## src/rtl/systolic_skew_feeder_pkg.sv

```systemverilog
// Shared defaults, FSM state encoding and lane slicing helper for the skewed feeder.
// Imported by the feeder top and available to anything driving the PE cluster.
package systolic_skew_feeder_pkg;

    localparam int DEF_ROWS   = 8;
    localparam int DEF_DATA_W = 16;
    localparam int DEF_K_MAX  = 16;

    typedef enum logic {
        IDLE = 1'b0,
        FEED = 1'b1
    } feed_state_e;

    // Low bit of lane r inside a packed ROWS*w output bus
    function automatic int lane_lo(input int r, input int w);
        return r * w;
    endfunction

endpackage

```

## src/rtl/systolic_skew_feeder_feed_buffer.sv

```systemverilog
// Per-row activation/weight storage: one write port, one combinational read port per row.
// Contents are deliberately not reset so a pass can be replayed after rst.
module systolic_skew_feeder_feed_buffer #(
    parameter int ROWS   = 8,
    parameter int DATA_W = 16,
    parameter int K_MAX  = 16
) (
    input  logic                               clk,
    input  logic                               wr_en,
    input  logic [$clog2(ROWS)-1:0]            wr_row,
    input  logic [$clog2(K_MAX)-1:0]           wr_idx,
    input  logic [DATA_W-1:0]                  wr_act,
    input  logic [DATA_W-1:0]                  wr_wgt,
    input  logic [ROWS-1:0][$clog2(K_MAX)-1:0] rd_idx,
    output logic [ROWS-1:0][DATA_W-1:0]        rd_act,
    output logic [ROWS-1:0][DATA_W-1:0]        rd_wgt
);

    logic [DATA_W-1:0] act_mem [ROWS][K_MAX];
    logic [DATA_W-1:0] wgt_mem [ROWS][K_MAX];

    always_ff @(posedge clk) begin
        if (wr_en) begin
            act_mem[wr_row][wr_idx] <= wr_act;
            wgt_mem[wr_row][wr_idx] <= wr_wgt;
        end
    end

    always_comb begin
        for (int r = 0; r < ROWS; r++) begin
            rd_act[r] = act_mem[r][rd_idx[r]];
            rd_wgt[r] = wgt_mem[r][rd_idx[r]];
        end
    end

endmodule

```

## src/rtl/systolic_skew_feeder.sv

```systemverilog
// Streams buffered per-row vectors into a ROWS-wide systolic array, optionally
// skewing row r by r ticks, with sticky per-row done flags and a completion pulse.
module systolic_skew_feeder
    import systolic_skew_feeder_pkg::*;
#(
    parameter int ROWS   = DEF_ROWS,
    parameter int DATA_W = DEF_DATA_W,
    parameter int K_MAX  = DEF_K_MAX,
    parameter int KW     = $clog2(K_MAX + 1)
) (
    input  logic                     clk,
    input  logic                     rst,
    input  logic                     en,
    input  logic                     ld_en,
    input  logic [$clog2(ROWS)-1:0]  ld_row,
    input  logic [$clog2(K_MAX)-1:0] ld_idx,
    input  logic [DATA_W-1:0]        ld_act,
    input  logic [DATA_W-1:0]        ld_wgt,
    input  logic                     start,
    input  logic [KW-1:0]            k_len,
    input  logic                     skew_en,
    output logic [ROWS*DATA_W-1:0]   activations,
    output logic [ROWS*DATA_W-1:0]   weights,
    output logic [ROWS-1:0]          done,
    output logic                     busy,
    output logic                     complete,
    output logic                     cfg_err
);

    localparam int IW = $clog2(K_MAX);
    localparam int TW = $clog2(K_MAX + ROWS);

    feed_state_e state, state_nx;

    logic [TW-1:0] tick, tick_nx;
    logic [KW-1:0] k_q;
    logic          skew_q;
    logic [TW-1:0] t_end;
    logic          len_ok, accept, reject, last_tick;

    logic [ROWS-1:0][TW-1:0]     row_dly;
    logic [ROWS-1:0]             row_live;
    logic [ROWS-1:0]             row_hit;
    logic [ROWS-1:0][IW-1:0]     rd_idx;
    logic [ROWS-1:0][DATA_W-1:0] rd_act;
    logic [ROWS-1:0][DATA_W-1:0] rd_wgt;

    logic [ROWS*DATA_W-1:0] act_nx, wgt_nx;
    logic [ROWS-1:0]        done_nx;
    logic                   busy_nx, complete_nx, cfg_err_nx;

    // The buffer is only writable between passes so a running pass sees stable data
    systolic_skew_feeder_feed_buffer #(
        .ROWS   (ROWS),
        .DATA_W (DATA_W),
        .K_MAX  (K_MAX)
    ) u_buffer (
        .clk    (clk),
        .wr_en  (ld_en && (state == IDLE)),
        .wr_row (ld_row),
        .wr_idx (ld_idx),
        .wr_act (ld_act),
        .wr_wgt (ld_wgt),
        .rd_idx (rd_idx),
        .rd_act (rd_act),
        .rd_wgt (rd_wgt)
    );

    assign len_ok    = (k_len != '0) && (k_len <= KW'(K_MAX));
    assign accept    = (state == IDLE) && en && start && len_ok;
    assign reject    = (state == IDLE) && en && start && !len_ok;
    assign t_end     = TW'(k_q) + (skew_q ? TW'(ROWS - 1) : '0);
    assign last_tick = (state == FEED) && en && (tick == t_end);

    always_comb begin
        for (int r = 0; r < ROWS; r++) begin
            row_dly[r]  = skew_q ? TW'(r) : '0;
            row_live[r] = (tick >= row_dly[r]) && (tick < row_dly[r] + TW'(k_q));
            row_hit[r]  = (tick == row_dly[r] + TW'(k_q));
            rd_idx[r]   = IW'(tick - row_dly[r]);
        end
    end

    always_ff @(posedge clk) begin
        if (rst) begin
            state <= IDLE;
        end else begin
            state <= state_nx;
        end
    end

    always_comb begin
        state_nx = state;
        case (state)
            IDLE:    if (accept) state_nx = FEED;
            FEED:    if (last_tick) state_nx = IDLE;
            default: state_nx = IDLE;
        endcase
    end

    // Next values of every registered output; en=0 in FEED simply holds them
    always_comb begin
        act_nx      = activations;
        wgt_nx      = weights;
        done_nx     = done;
        busy_nx     = busy;
        tick_nx     = tick;
        complete_nx = 1'b0;
        cfg_err_nx  = reject;
        case (state)
            IDLE: begin
                act_nx  = '0;
                wgt_nx  = '0;
                busy_nx = accept;
                if (accept) begin
                    done_nx = '0;
                    tick_nx = '0;
                end
            end
            FEED: begin
                busy_nx = 1'b1;
                if (en) begin
                    for (int r = 0; r < ROWS; r++) begin
                        act_nx[lane_lo(r, DATA_W) +: DATA_W] = row_live[r] ? rd_act[r] : '0;
                        wgt_nx[lane_lo(r, DATA_W) +: DATA_W] = row_live[r] ? rd_wgt[r] : '0;
                        done_nx[r] = done[r] | row_hit[r] | last_tick;
                    end
                    tick_nx     = last_tick ? '0 : tick + 1'b1;
                    complete_nx = last_tick;
                end
            end
            default: begin
                act_nx  = '0;
                wgt_nx  = '0;
                busy_nx = 1'b0;
            end
        endcase
    end

    always_ff @(posedge clk) begin
        if (rst) begin
            tick        <= '0;
            k_q         <= '0;
            skew_q      <= 1'b0;
            activations <= '0;
            weights     <= '0;
            done        <= '0;
            busy        <= 1'b0;
            complete    <= 1'b0;
            cfg_err     <= 1'b0;
        end else begin
            if (accept) begin
                k_q    <= k_len;
                skew_q <= skew_en;
            end
            tick        <= tick_nx;
            activations <= act_nx;
            weights     <= wgt_nx;
            done        <= done_nx;
            busy        <= busy_nx;
            complete    <= complete_nx;
            cfg_err     <= cfg_err_nx;
        end
    end

endmodule

```

## config.mk

```make
export PLATFORM = sky130hd
export DESIGN_NAME = systolic_skew_feeder
export DESIGN_NICKNAME = d
export VERILOG_FILES = /design/src/rtl/systolic_skew_feeder_pkg.sv /design/src/rtl/systolic_skew_feeder_feed_buffer.sv /design/src/rtl/systolic_skew_feeder.sv
export SDC_FILE = /design/constraint.sdc
export NUM_CORES = 2
export LEC_CHECK = 0
export ABC_AREA = 1
export BUFFER_PORTS_ARGS = -buffer_cell sky130_fd_sc_hd__buf_2
export CELL_PAD_IN_SITES_DETAIL_PLACEMENT = 1
export CELL_PAD_IN_SITES_GLOBAL_PLACEMENT = 2
export CORE_UTILIZATION = 30
export DETAILED_ROUTE_END_ITERATION = 12
export PLACE_DENSITY = 0.64
export SLEW_MARGIN = 20
export SYNTH_ARGS = -nofsm -noshare
export SYNTH_HDL_FRONTEND = slang
export SYNTH_SLANG_ARGS = --single-unit
```

## constraint.sdc

```tcl
create_clock -name clk -period 4 [get_ports clk]
set_clock_uncertainty 0.15 [all_clocks]
set_input_delay 0.4 -clock clk [delete_from_list [all_inputs] [get_ports clk]]
set_output_delay 0.4 -clock clk [all_outputs]
set_load 0.02 [all_outputs]
```

==> impl_metrics.csv <==
group,metric,value,unit
outcome,status,"finished clean",
cts,cts_hold_buf,48,
route,drc,0,
critical_path,crit_buf_inv,2,
die,io_pins,317,
synthesis,synth_fp_nets,14840,
critical_path,crit_path_top_delay_cell,"buf_4",
route,met3WireLength,27.62,mm
cts,cts_setup_buffers,0,
cts,cts_resized,0,
die,core,574300,sq um
route,drt-initial-drc-count,9431,
route,routed_wirelength,616.0,mm
synthesis,yosysTopAreaCell,"edfxtp_1",
sta,finalCritPeriodShare,0.8880,
power_and_ir_drop,p_comb_frac,0.061,
grt,grt_start_max_net_pins,178,
critical_path,cp_slowest_stage_delay,0.49,ns
critical_path,crit_cells,14,
cts,cts_buffer_depth,4,
critical_path,cpLargestDelayFamily,"simple AND/OR/NAND/NOR gates",
route,vias,116300,
synthesis,synth_seq_cells,4375,
finish,final_cells,23210,
synthesis,yosys_warnings,0,
die,start_util,0.3016,
synthesis,postSynthAreaPerCell,11.75,sq um
die,die_h,761.9,um
cts,clkTransAtPathRegs,0.07,ns
synthesis,syn-cell-area,173200,sq um
sta,worst_slew_pin_slew,1.217,ns
critical_path,worstPathMaxFanout,32,
power_and_ir_drop,power.switching,23220,uW
grt,antenna_found_initial,53,
critical_path,cpMostUsedCell,"nand2_1",
placed_design,dp.cells,22250,
critical_path,cp.arrival,4.33,ns
placed_design,io_buffers,316,
power_and_ir_drop,p_int,75720,uW
critical_path,cp_cell_sequence,"buf_4 -> ha_1 -> a21oi_1 -> nand2_1 -> xor2_1 -> ha_1 -> nand2_1 -> nor2_1 -> nand2_1 -> nand3_1 -> nor2_4 -> buf_4 -> nand3_1 -> a21oi_1",
cts,cts_root_buf,"clkbuf_16",
placed_design,place_hpwl,332.7,mm
synthesis,synth-edff-count,4096,
finish,drive_gt1_frac,0.1025,
min_path,holdPathStages,4,
route,wire_per_inst,26.54,um
power_and_ir_drop,clkPwrFrac,0.431,
synthesis,async_reset_ff_frac,0,
critical_path,startpoint_type,"flip-flop",
sta,setup_viol,0,
sta,min_period,3.552,ns
synthesis,ys_types,30,
critical_path,endpoint_kind,"flip-flop",
synthesis,synth_seq_area_share,0.7423,
sta,max_freq,281.5,MHz
placed_design,gp_congestion,0.7883,
route,drtAntennaViolNets,0,
route,vias_per_cell,5.013,
route,met1_length,278.7,mm
power_and_ir_drop,power_density,486.5,nW/um^2
synthesis,synth_top_area_frac,0.7101,
synthesis,synthFlopType,"edfxtp_1",
sta,hold_viol_final,0,
synthesis,synthMostInstantiatedCell,"nand2_1",
synthesis,synth.area.top_cells,"edfxtp_1 (71%), nand2_1 (11%), nand3_1 (10%), dfxtp_1 (3.2%), clkbuf_1 (1.6%)",
route,dr.max_layer_used,"met5",
sta,rsz0062_at_grt,"no",
route,first_pass_iters,8,
critical_path,worstPathRequired,4.77,ns
cts,insertion_delay,1.05,ns
critical_path,critPathKind,"flip-flop to flip-flop",
cts,clkSinkCount,4375,
die,std_cell_rows,278,
min_path,min_path_type,"input port to flip-flop",
synthesis,synthCells,14740,
power_and_ir_drop,seq_power_share,0.508,
cts,cts_tree,"done",
cts,cts_buffers,466,
die,fp.dieArea,580500,sq um
finish,nNetsFinal,15160,
die,die_w,761.9,um
finish,final_core_util,0.3542,
sta,relSlewSlack,0.1884,
power_and_ir_drop,vdd_drop_max,0.0003727,V
run,drv_cap,0,
critical_path,reg2reg_depth,14,
power_and_ir_drop,p_sw_frac,0.2347,
sta,finalSetupTns,0,ns
route,dr_wl_met2,294.4,mm
grt,grt_pass1_wl,874.6,mm
finish,area_growth,17.41,%
power_and_ir_drop,p_leak,0.07106,uW
cts,h-tree-depth,5,
grt,grt_overflow_total,0,
synthesis,ys_top_cells_by_count,"nand2_1 (4,875), edfxtp_1 (4,096), nand3_1 (3,629)",
sta,drv_slew,0,
grt,grt_pass1_vias,117300,
grt,grt_usage,0.2056,
## power groups by stage
stage                     Combinational (uW)  Clock, uW  Sequential [uW]
final                                   6030      42700            50200
after global routing                    6550      45100            50200
after detailed placement                6090          0            51200
after CTS                               6150      43600            50200
after floorplan                         2880          0            51200
after global placement                  6050          0            51200
## cell type report
type	instances	area, sq um
well taps	7700	9634
inverters	337	1311
fillers	61480	370900
clock buffers	679	13130
diodes	30	75.07
multi-input cells	9105	41150
clock inverters	203	1821
flip-flops and latches	4375	128600
repair buffers	779	7670
## metal layers
metal	global-route usage	up-vias
met4	0.04899	6
met5	0	-
met1	0.2849	60690
met3	0.02318	659
met2	0.3457	2545
li1	-	52440
## path summary, 6_finish.rpt
check | startpoint | endpoint | slack [ns]
worst min register to register | activations[79] | activations[79] | 0.32
worst max-delay path | skew_q | weights[114] | 0.45
worst max register to register | skew_q | weights[114] | 0.45
worst min-delay path | ld_row[1] | u_buffer.act_mem[6][193] | 0.11
## kinds of logic after synthesis
group,share of synthesized area
flip-flops,0.7423
adder cells (fa/ha/maj),0.003380
AND/OR/NAND/NOR,0.2156
AO/OA/AOI/OAI,0.009246
XOR/XNOR,0.001567
buffers and inverters,0.02793
## tightest hold or removal path, delay by kind of cell
family	cells	cell delay (ns)
and+or+nand+nor	2	0.34
buffers and inverters	2	0.34
## state kept, by name (all words and copies together) (netlist names)
signal,flops
activations,128
busy,1
cfg_err,1
complete,1
done,8
k_q,5
skew_q,1
state,1
tick,5
u_buffer.act_mem,2048
u_buffer.wgt_mem,2048
weights,128
## placed cells by master (no fill, tap or decap), types with 20 or more instances in the layout
master	n
nor2_1	66
o21a_1	32
clkbuf_16	472
buf_6	30
clkbuf_1	153
inv_1	324
clkinv_2	75
nand2_2	20
ha_1	37
edfxtp_1	4096
a21oi_1	254
buf_12	183
buf_2	283
nor2_4	141
bufinv_16	21
dlygate4sd3_1	48
clkbuf_8	54
dfxtp_1	275
nand2_1	4855
diode_2	30
nand3_1	3621
buf_4	234
clkinv_1	79
## per-stage QoR
stage / worst slack, ns / area, sq um / total power [uW] / hold WS, ns
after global routing: 0.2643 / 203300 / 101900 / 0.09473
after detailed placement: 0.5702 / 187900 / 57300 / 0.3068
after global placement: 0.5794 / 187900 / 57260 / 0.3010
final: 0.4481 / 203400 / 98940 / 0.1097
after floorplan: 0.8026 / 173200 / 54070 / 0.3165
after CTS: 0.4401 / 203300 / 99950 / 0.01965
Power figures use the tool's default switching activity.
